[src/rtl/pif_led_pkg.sv]
// Shared types and default constants for the two-channel LED fader.
// The fade-state enum is used by every channel instance so that state
// encodings stay identical across the design.
package pif_led_pkg;

  typedef enum logic [1:0] {
    OFF  = 2'd0,
    RISE = 2'd1,
    ON   = 2'd2,
    FALL = 2'd3
  } fadeStateT;

  localparam int DEF_PWM_BITS = 8;
  localparam int DEF_STEP_DIV = 4096;

endpackage

[src/rtl/pif_fade_channel.sv]
// One fade channel: OFF/RISE/ON/FALL state machine, brightness level,
// duty mapping and registered PWM output.
// Optional gamma curve: define PIF_LED_FADER_GAMMA_EN to map the level
// through (level*level) >> PWM_BITS; otherwise the duty is the level itself.
module pif_fade_channel
  import pif_led_pkg::*;
#(
  parameter int PWM_BITS = DEF_PWM_BITS
) (
  input  logic                xclk,
  input  logic                sys_rst,
  input  logic                i_tick,
  input  logic [PWM_BITS-1:0] i_pwmCnt,
  input  logic                i_req,
  output logic                o_pwm,
  output logic                o_active
);

  localparam logic [PWM_BITS-1:0] MAX_LEVEL  = '1;
  localparam logic [PWM_BITS-1:0] ZERO_LEVEL = '0;
  localparam logic [PWM_BITS-1:0] ONE_LEVEL  = PWM_BITS'(1);

  fadeStateT           r_state;
  fadeStateT           w_nextState;
  logic [PWM_BITS-1:0] r_level;
  logic [PWM_BITS-1:0] w_nextLevel;
  logic [PWM_BITS-1:0] w_duty;
  logic                r_pwm;

  // State register; reset drops straight to OFF with no partial step.
  always_ff @(posedge xclk) begin
    if (sys_rst) begin
      r_state <= OFF;
    end else begin
      r_state <= w_nextState;
    end
  end

  // Level register, stepped by the next-state logic on prescaler ticks.
  always_ff @(posedge xclk) begin
    if (sys_rst) begin
      r_level <= '0;
    end else begin
      r_level <= w_nextLevel;
    end
  end

  // Next state and level: the step follows the current state, the transition follows req.
  always_comb begin
    w_nextState = r_state;
    w_nextLevel = r_level;
    case (r_state)
      OFF: begin
        if (i_req) begin
          w_nextState = RISE;
        end
      end
      RISE: begin
        if (i_tick && (r_level != MAX_LEVEL)) begin
          w_nextLevel = r_level + ONE_LEVEL;
        end
        if (!i_req) begin
          w_nextState = FALL;
        end else if (i_tick && (r_level >= (MAX_LEVEL - ONE_LEVEL))) begin
          w_nextState = ON;
        end
      end
      ON: begin
        if (!i_req) begin
          w_nextState = FALL;
        end
      end
      FALL: begin
        if (i_tick && (r_level != ZERO_LEVEL)) begin
          w_nextLevel = r_level - ONE_LEVEL;
        end
        if (i_req) begin
          w_nextState = RISE;
        end else if (i_tick && (r_level <= ONE_LEVEL)) begin
          w_nextState = OFF;
        end
      end
      default: begin
        w_nextState = OFF;
      end
    endcase
  end

  // Output decode: a channel is active while it is ramping in either direction.
  always_comb begin
    o_active = (r_state == RISE) || (r_state == FALL);
  end

`ifdef PIF_LED_FADER_GAMMA_EN
  logic [2*PWM_BITS-1:0] w_square;

  // Gamma duty: square the level and keep the top half; full level stays full on.
  always_comb begin
    w_square = {{PWM_BITS{1'b0}}, r_level} * {{PWM_BITS{1'b0}}, r_level};
    if (r_level == MAX_LEVEL) begin
      w_duty = MAX_LEVEL;
    end else begin
      w_duty = w_square[2*PWM_BITS-1:PWM_BITS];
    end
  end
`else
  // Linear duty: the level drives the comparator directly.
  always_comb begin
    w_duty = r_level;
  end
`endif

  // Registered PWM compare; the counter never reaches MAX_LEVEL so full duty is solid on.
  always_ff @(posedge xclk) begin
    if (sys_rst) begin
      r_pwm <= 1'b0;
    end else begin
      r_pwm <= (i_pwmCnt < w_duty);
    end
  end

  assign o_pwm = r_pwm;

endmodule

[src/rtl/pif_led_fader.sv]
// Two-channel (red/green) LED fader. A shared prescaler paces the fade
// steps and a shared PWM counter feeds both channel comparators.
// Optional gamma curve: define PIF_LED_FADER_GAMMA_EN (handled in pif_fade_channel).
module pif_led_fader
  import pif_led_pkg::*;
#(
  parameter int PWM_BITS = DEF_PWM_BITS,
  parameter int STEP_DIV = DEF_STEP_DIV
) (
  input  logic xclk,
  input  logic sys_rst,
  input  logic red_req,
  input  logic green_req,
  output logic red_pwm,
  output logic green_pwm,
  output logic busy
);

  localparam int PRE_W = (STEP_DIV > 1) ? $clog2(STEP_DIV) : 1;
  localparam logic [PRE_W-1:0]    PRE_LAST = PRE_W'(STEP_DIV - 1);
  localparam logic [PWM_BITS-1:0] PWM_LAST = PWM_BITS'((2 ** PWM_BITS) - 2);

  logic [PRE_W-1:0]    r_preCnt;
  logic                w_tick;
  logic [PWM_BITS-1:0] r_pwmCnt;
  logic                w_redActive;
  logic                w_greenActive;
  logic                r_busy;

  assign w_tick = (r_preCnt == PRE_LAST);

  // Step prescaler: counts 0..STEP_DIV-1 and wraps, tick on the last count.
  always_ff @(posedge xclk) begin
    if (sys_rst) begin
      r_preCnt <= '0;
    end else if (w_tick) begin
      r_preCnt <= '0;
    end else begin
      r_preCnt <= r_preCnt + PRE_W'(1);
    end
  end

  // PWM counter: counts 0..MAX_LEVEL-1 so the period is MAX_LEVEL cycles.
  always_ff @(posedge xclk) begin
    if (sys_rst) begin
      r_pwmCnt <= '0;
    end else if (r_pwmCnt == PWM_LAST) begin
      r_pwmCnt <= '0;
    end else begin
      r_pwmCnt <= r_pwmCnt + PWM_BITS'(1);
    end
  end

  // Busy flag, registered from the channel states.
  always_ff @(posedge xclk) begin
    if (sys_rst) begin
      r_busy <= 1'b0;
    end else begin
      r_busy <= w_redActive || w_greenActive;
    end
  end

  assign busy = r_busy;

  pif_fade_channel #(
    .PWM_BITS (PWM_BITS)
  ) u_red (
    .xclk     (xclk),
    .sys_rst  (sys_rst),
    .i_tick   (w_tick),
    .i_pwmCnt (r_pwmCnt),
    .i_req    (red_req),
    .o_pwm    (red_pwm),
    .o_active (w_redActive)
  );

  pif_fade_channel #(
    .PWM_BITS (PWM_BITS)
  ) u_green (
    .xclk     (xclk),
    .sys_rst  (sys_rst),
    .i_tick   (w_tick),
    .i_pwmCnt (r_pwmCnt),
    .i_req    (green_req),
    .o_pwm    (green_pwm),
    .o_active (w_greenActive)
  );

endmodule

[config.mk]
export PLATFORM = sky130hd
export DESIGN_NAME = pif_led_fader
export DESIGN_NICKNAME = d
export VERILOG_FILES = /design/src/rtl/pif_led_pkg.sv /design/src/rtl/pif_fade_channel.sv /design/src/rtl/pif_led_fader.sv
export SDC_FILE = /design/constraint.sdc
export NUM_CORES = 1
export LEC_CHECK = 0
export ABC_AREA = 1
export BUFFER_PORTS_ARGS = -buffer_cell sky130_fd_sc_hd__clkbuf_2
export CAP_MARGIN = 20
export CORE_UTILIZATION = 45
export CTS_CLUSTER_DIAMETER = 100
export CTS_CLUSTER_SIZE = 30
export DETAILED_ROUTE_END_ITERATION = 10
export GPL_ROUTABILITY_DRIVEN = 0
export SYNTH_ARGS = -nofsm -noshare
export SYNTH_HDL_FRONTEND = slang
export SYNTH_HIERARCHICAL = 1
export SYNTH_SLANG_ARGS = --single-unit
[constraint.sdc]
create_clock -name xclk -period 2.4 [get_ports xclk]
set_input_delay 0.12 -clock xclk [delete_from_list [all_inputs] [get_ports xclk]]
set_output_delay 0.12 -clock xclk [all_outputs]
set_load 0.01 [all_outputs]
# ---- Word level (Yosys, flattened, before mapping)
# Cells that the tools add are included.
# Widths: inputs -> output; s select.
dict set report classes {
  order_cmp 6
  n_mux 20
  n_eq_ne 22
  reduce_logical 23
  add_sub_neg 6
}
# op count
set ops {}
lappend ops {{$mux 8} 4}
lappend ops {{$pmux 8 s2} 2}
lappend ops {{$add 8x1->8 const B} 3}
lappend ops {{$mux 2} 12}
lappend ops {{$ge 8x8->1 const B} 2}
lappend ops {{$le 8x1->1 const B} 2}
lappend ops {{$lt 8x8->1} 2}
lappend ops {{$ne 8x8->1 const B} 2}
lappend ops {{$pmux 2 s4} 2}
lappend ops {{$reduce_bool 8->1} 2}
lappend ops {{$sub 8x1->8 const B} 2}
lappend ops {{$add 12x1->12 const B} 1}
lappend ops {{$eq 12x12->1 const B} 1}
lappend ops {{$ne 3x2->1 const B} 4}
lappend ops {{$eq 2x2->1 const B} 4}
lappend ops {{$eq 8x8->1 const B} 1}
lappend ops {{$logic_and 1x1->1} 8}
lappend ops {{$ne 2x1->1 const B} 4}
lappend ops {{$ne 2x2->1 const B} 4}
lappend ops {{$reduce_and 4->1} 2}
lappend ops {{$reduce_and 3->1} 2}
lappend ops {{$eq 2x1->1 const B} 2}
lappend ops {{$logic_not 2->1} 2}
lappend ops {{$reduce_bool 2->1} 2}
lappend ops {{2 further kinds} 5}
dict set report word_totals {
  ff_bits 43
  elab_cells 86
  in_bits 4
}

# ---- Longest topological paths before layout
dict set report logic_depth {
  ltp_word 5
  ltp_mapped 11
  depth_no_buf 11
}

# ---- Modules after synthesis
# Netlist, hierarchy kept.
# module area_each_um2 instances cells_each seq_area_each_um2
set modules_own_cells {}
lappend modules_own_cells {pif_fade_channel 1306.3 2 192 220.2}
lappend modules_own_cells {pif_led_fader 1002.2 1 120 420.4}

# ---- Worst setup path before layout
# Ideal clock, no wire load.
dict set report synth_path {
  path_kind {register -> register}
  start {register r_preCnt[0]}
  end {register u_green.r_level[5]}
  arrival_time_ns 2.173
  path_buffers 0
  stages_incl_launch_ff 12
  path_slack_ns 0.160
  cell_sequence {dfxtp_1 -> ha_1 -> nand3_2 -> nor2_4 -> nand2_1 -> nor3_1 -> inv_1 -> nor2_1 -> nor2_2 -> nor2_4 -> nand2_2 -> a21oi_2}
}
dict set report synth_via {
  elab_chain_len 4
}
# item line
set synth_rtl {}
lappend synth_rtl {{start, declared} pif_led_fader.sv:23} ;# logic [PRE_W-1:0] r_preCnt;
lappend synth_rtl {{start signal, assigned} pif_led_fader.sv:39} ;# r_preCnt <= r_preCnt + PRE_W'(1);
lappend synth_rtl {{$eq 12x12->1 (*)} pif_led_fader.sv:30} ;# assign w_tick = (r_preCnt == PRE_LAST);
lappend synth_rtl {{named net w_tick} pif_led_fader.sv:24} ;# logic w_tick;
lappend synth_rtl {{$logic_and 1x1->1 (on tied branches)} {pif_fade_channel.sv:59, pif_fade_channel.sv:74}}
lappend synth_rtl {{$ne 2x1->1 (no source line)} --}
lappend synth_rtl {{$reduce_and 3->1 (no source line) (*)} --}
lappend synth_rtl {{end signal, assigned} pif_fade_channel.sv:44} ;# r_level <= w_nextLevel;
lappend synth_rtl {{end, declared} pif_fade_channel.sv:25} ;# logic [PWM_BITS-1:0] r_level;
# The timed path passes the listed nets; every way through them passes the cells marked *.
# A chain may end at the register's enable or synchronous reset.

# ---- Worst setup path in the final report
dict set report layout_path {
  start {register r_preCnt[1]}
  end {register u_green.r_level[4]}
}
# The elaborated chain is that of the path after synthesis.

==> out/qor.csv <==
stage,metric,value,unit
status,status,"complete, no violations",
route,met2 WL,3578,µm
die,row count,32,
clocking,total CTS buffers,5,
synthesis,Synth Area in Adders,0.1281,
clocking,H-tree depth,2,
worst_setup_path,CP Capture Type,flop,
finish,synthesis-to-layout area growth,4.638,%
power_and_ir_drop,Comb pwr share,0.505,
worst_setup_path,"slowest stage delay, CP",0.38,ns
finish,layout cells sized above 1,0.1996,
clocking,Worst-Skew Late Latency,0.31,ns
synthesis,Compound-Gate Fraction of Synth Area,0.09692,
synthesis,Ys Warns,6,
synthesis,synthesized netlist cell count,504,
synthesis,Synth area leader,dfxtp_1,
synthesis,Area contributors post-synth,"dfxtp_1 (24%), nand2_1 (13%), ha_1 (13%), nor2_1 (5.6%), inv_1 (4.9%)",
worst_setup_path,WS Path Type,reg -> reg,
worst_setup_path,reg2reg end,u_green/r_level[4]$_SDFFE_PP0P_,
synthesis,Synth Register Bits,43,
clocking,CTS clock-pin slew for the worst setup and hold paths,0.10,ns
clocking,Max clock buf depth,2,
timing,Worst Hold Slack,0.2268,ns
route,Final ANT Viol Nets,0,
timing,final setup fails,0,
finish,Multi-input gate area,2426,µm²
power_and_ir_drop,sequential power share,0.319,
finish,Layout Nets,551,
die,Initial Utilization,0.4654,
worst_setup_path,"CP delay by family, top",simple AND/OR/NAND/NOR gates,
route,met3 routed WL,223,µm
timing,fin worst setup slack,0.2400,ns
synthesis,commonest cells in the netlist,"nand2_1 (124), nor2_1 (54), inv_1 (47), dfxtp_1 (43), ha_1 (37)",
synthesis,Synth Area in Simple Gates,0.3936,
power_and_ir_drop,pwr/cell area,783.8,nW/µm²
timing,Tcrit/Tclk final,0.9000,
synthesis,post-synth top area share,0.2381,
global_route,first-pass GRT wire length,13130,µm
synthesis,most common cell in the netlist,nand2_1,
worst_setup_path,R2R Setup Slk,0.24,ns
die,Die ar.,8395,µm²
timing,Slew @ Worst Pin,0.5195,ns
worst_setup_path,WP buf/inv,2,
timing,final-report hold violation count,0,
synthesis,"Seq/Total Area, Yosys",0.2381,
die,Die Wd,91.63,µm
worst_setup_path,crit-path max FO,7,
die,CORE AREA,7767,µm²
global_route,GRT Total Usage,0.1919,
worst_setup_path,Required @ worst endpoint,2.65,ns
power_and_ir_drop,clock power share,0.176,
route,DR DRC count,0,
worst_setup_path,Setup crit start kind,flop,
worst_setup_path,Critical Path AT,2.41,ns
route,wl on met1,3738,µm
power_and_ir_drop,P_leak,0.001704,µW
synthesis,largest family of logic cells by synthesized area,simple AND/OR/NAND/NOR gates,
power_and_ir_drop,VDD IR-drop max,0.4209,mV
synthesis,"Avg Cell Area, Syn",7.172,µm²
hold_path,hold path endpoint,u_green/r_level[3]$_SDFFE_PP0P_,
route,Iteration-0 DRC Markers,141,
worst_setup_path,crit-path most repeated cell,nor2_4,
global_route,grt total ovfl,0,
clocking,clock sink count,43,
finish,area occupied by registers,862.1,µm²
timing,fmax,463.0,MHz
place,placed cell areas,3666,µm²
power_and_ir_drop,switching power,1371,µW
synthesis,"Top FF cell, synth",dfxtp_1,
run,max cap viols,0,
die,Die Ht,91.63,µm
global_route,largest net degree at the start of global routing,17,
synthesis,Mapped Area,3615,µm²
synthesis,mux contribution to synthesized area,0,
synthesis,xor and xnor area share after synthesis,0.04846,
clocking,root buffer cell,clkbuf_8,
finish,Layout fillers,789,
timing,shortest period the worst path allows,2.160,ns
synthesis,"Distinct cells, synth",33,
finish,antenna cell count,0,
synthesis,number of synthesized flops with an enable pin,0,
place,I/O Buffers,6,
clocking,CTS tree,yes,
route,WL final,7627,µm
place,Setup WS pre-CTS,0.2946,ns
route,vias per cell,5.091,
timing,clk_skew,0.008451,ns
hold_path,Hold Crit Start,sys_rst,
power_and_ir_drop,post-layout total power,2965,µW
clocking,CTS Hold Buffers Added,0,
global_route,initial antenna violation count,0,
route,top sig layer,met4,
synthesis,syn_nets,545,
worst_setup_path,RR Startpoint,r_preCnt[1]$_SDFF_PP0_,
hold_path,hold crit path type,in -> reg,
place,Detail Placement HPWL,5674,µm
synthesis,ys async rst share,0,
power_and_ir_drop,total internal power,1594,µW
worst_setup_path,"Slowest-stage cell, CP",dfxtp_1,
clocking,setup repair bufs after CTS,0,
worst_setup_path,worst-path cell chain,ha_1 > nand3_2 > nor2_4 > nand2_1 > nor3_4 > buf_4 > inv_1 > nor2_1 > nor2_2 > nor2_4 > nand2_2 > a21oi_2,
route,Wirelength per Cell,12.44,µm
timing,final setup TNS,0,ns
worst_setup_path,Register-to-Register Path Depth,12,
route,DR pass1 iterations,4,
finish,cell area after layout,3782,µm²
hold_path,hold depth,2,
global_route,number of global-route vias before repair,2880,
timing,fin. max-slew vios,0,
timing,RSZ-0062 raised after global routing,false,
route,via count,3121,
die,I/O pin total,7,
timing,slew margin rel.,0.6532,
power_and_ir_drop,Sw Share,0.4624,
==> timing repair <==
action | in CTS | in global routing
endpoints found under the setup margin | 0 | 3
gates resized for setup | 0 | 6
endpoints found under the hold margin | 0 | 0
==> worst max-delay path by stage <==
stage / startpoint / end / slack, ns / cells past startpoint
final: r_preCnt[1]$_SDFF_PP0_ / u_green/r_level[4]$_SDFFE_PP0P_ / 0.24 / 12
after global routing: r_preCnt[1]$_SDFF_PP0_ / u_green/r_level[1]$_SDFFE_PP0P_ / 0.005 / 11
after CTS: r_preCnt[0]$_SDFF_PP0_ / u_green/r_level[4]$_SDFFE_PP0P_ / 0.26 / 12
after detailed placement: r_preCnt[0]$_SDFF_PP0_ / u_green/r_level[7]$_SDFFE_PP0P_ / 0.29 / 12
after global placement: r_preCnt[0]$_SDFF_PP0_ / u_green/r_state[0]$_SDFFE_PP0P_ / 0.36 / 11
after floorplan: r_preCnt[0]$_SDFF_PP0_ / u_green/r_level[5]$_SDFFE_PP0P_ / 0.16 / 11
==> worst reg2reg max path, cell delays in order, from the launching register on <==
cell and delay (ns):
dfxtp_1 0.38, ha_1 0.21, nand3_2 0.14, nor2_4 0.16, nand2_1 0.12, nor3_4 0.20
buf_4 0.20, inv_1 0.05, nor2_1 0.12, nor2_2 0.06, nor2_4 0.25, nand2_2 0.08
a21oi_2 0.11
==> state kept, by name, summed over array words and instances (netlist names) <==
| signal | count |
|---|---|
| busy | 1 |
| r_preCnt | 12 |
| r_pwmCnt | 8 |
| u_green/o_pwm | 1 |
| u_green/r_level | 8 |
| u_green/r_state | 2 |
| u_red/o_pwm | 1 |
| u_red/r_level | 8 |
| u_red/r_state | 2 |
==> through the flow <==
stage	std cells	util
finish	613	0.4870
global route	613	0.4870
CTS	612	0.4842
detailed placement	604	0.4720
global placement	604	0.4720
floorplan	504	-
==> final cells by class <==
cell class,count,share of cell area
Sequential cell,43,0.2279
Inverter,49,0.04863
Multi-Input combinational cell,397,0.6414
Clock buffer,5,0.01819
Timing Repair Buffer,14,0.02316
Tap cell,102,0.03374
Clock inverter,3,0.006947
==> layer usage <==
metal  track usage  vias to the layer above
li1              -                     1622
met1        0.2476                     1444
met2        0.3340                       47
met3       0.02985                        8
met4       0.04497                        0
met5             0                        -
==> cells in the final DEF, fill, tap and decap left out, drive strengths merged <==
| cell | count |
|---|---|
| nand3b | 3 |
| dfxtp | 43 |
| nor3b | 2 |
| xnor2 | 4 |
| nor3 | 2 |
| xor2 | 16 |
| a21oi | 27 |
| clkbuf | 11 |
| nand3 | 28 |
| nor2 | 79 |
| o21bai | 3 |
| nand2 | 152 |
| inv | 52 |
| or2 | 3 |
| nand4 | 15 |
| buf | 8 |
| a211oi | 2 |
| o211ai | 2 |
| ha | 37 |
| o21ai | 22 |
==> power by group through the flow <==
stage / logic, µW / registers [µW] / clock network, µW
6_report: 1500 / 946 / 523
5_1_grt: 1740 / 962 / 566
4_1_cts: 1490 / 945 / 541
3_5_place_dp: 1480 / 962 / 0
3_3_place_gp: 1470 / 961 / 0
2_1_floorplan: 1250 / 922 / 0
==> logic make-up after synthesis <==
kind of cell             after synthesis
AO/OA/AOI/OAI                         56
XOR/XNOR                              20
adder cells (fa/ha/maj)               37
buffers and inverters                 64
flip-flops                            43
AND/OR/NAND/NOR                      284
Power figures use the tool's default switching activity.
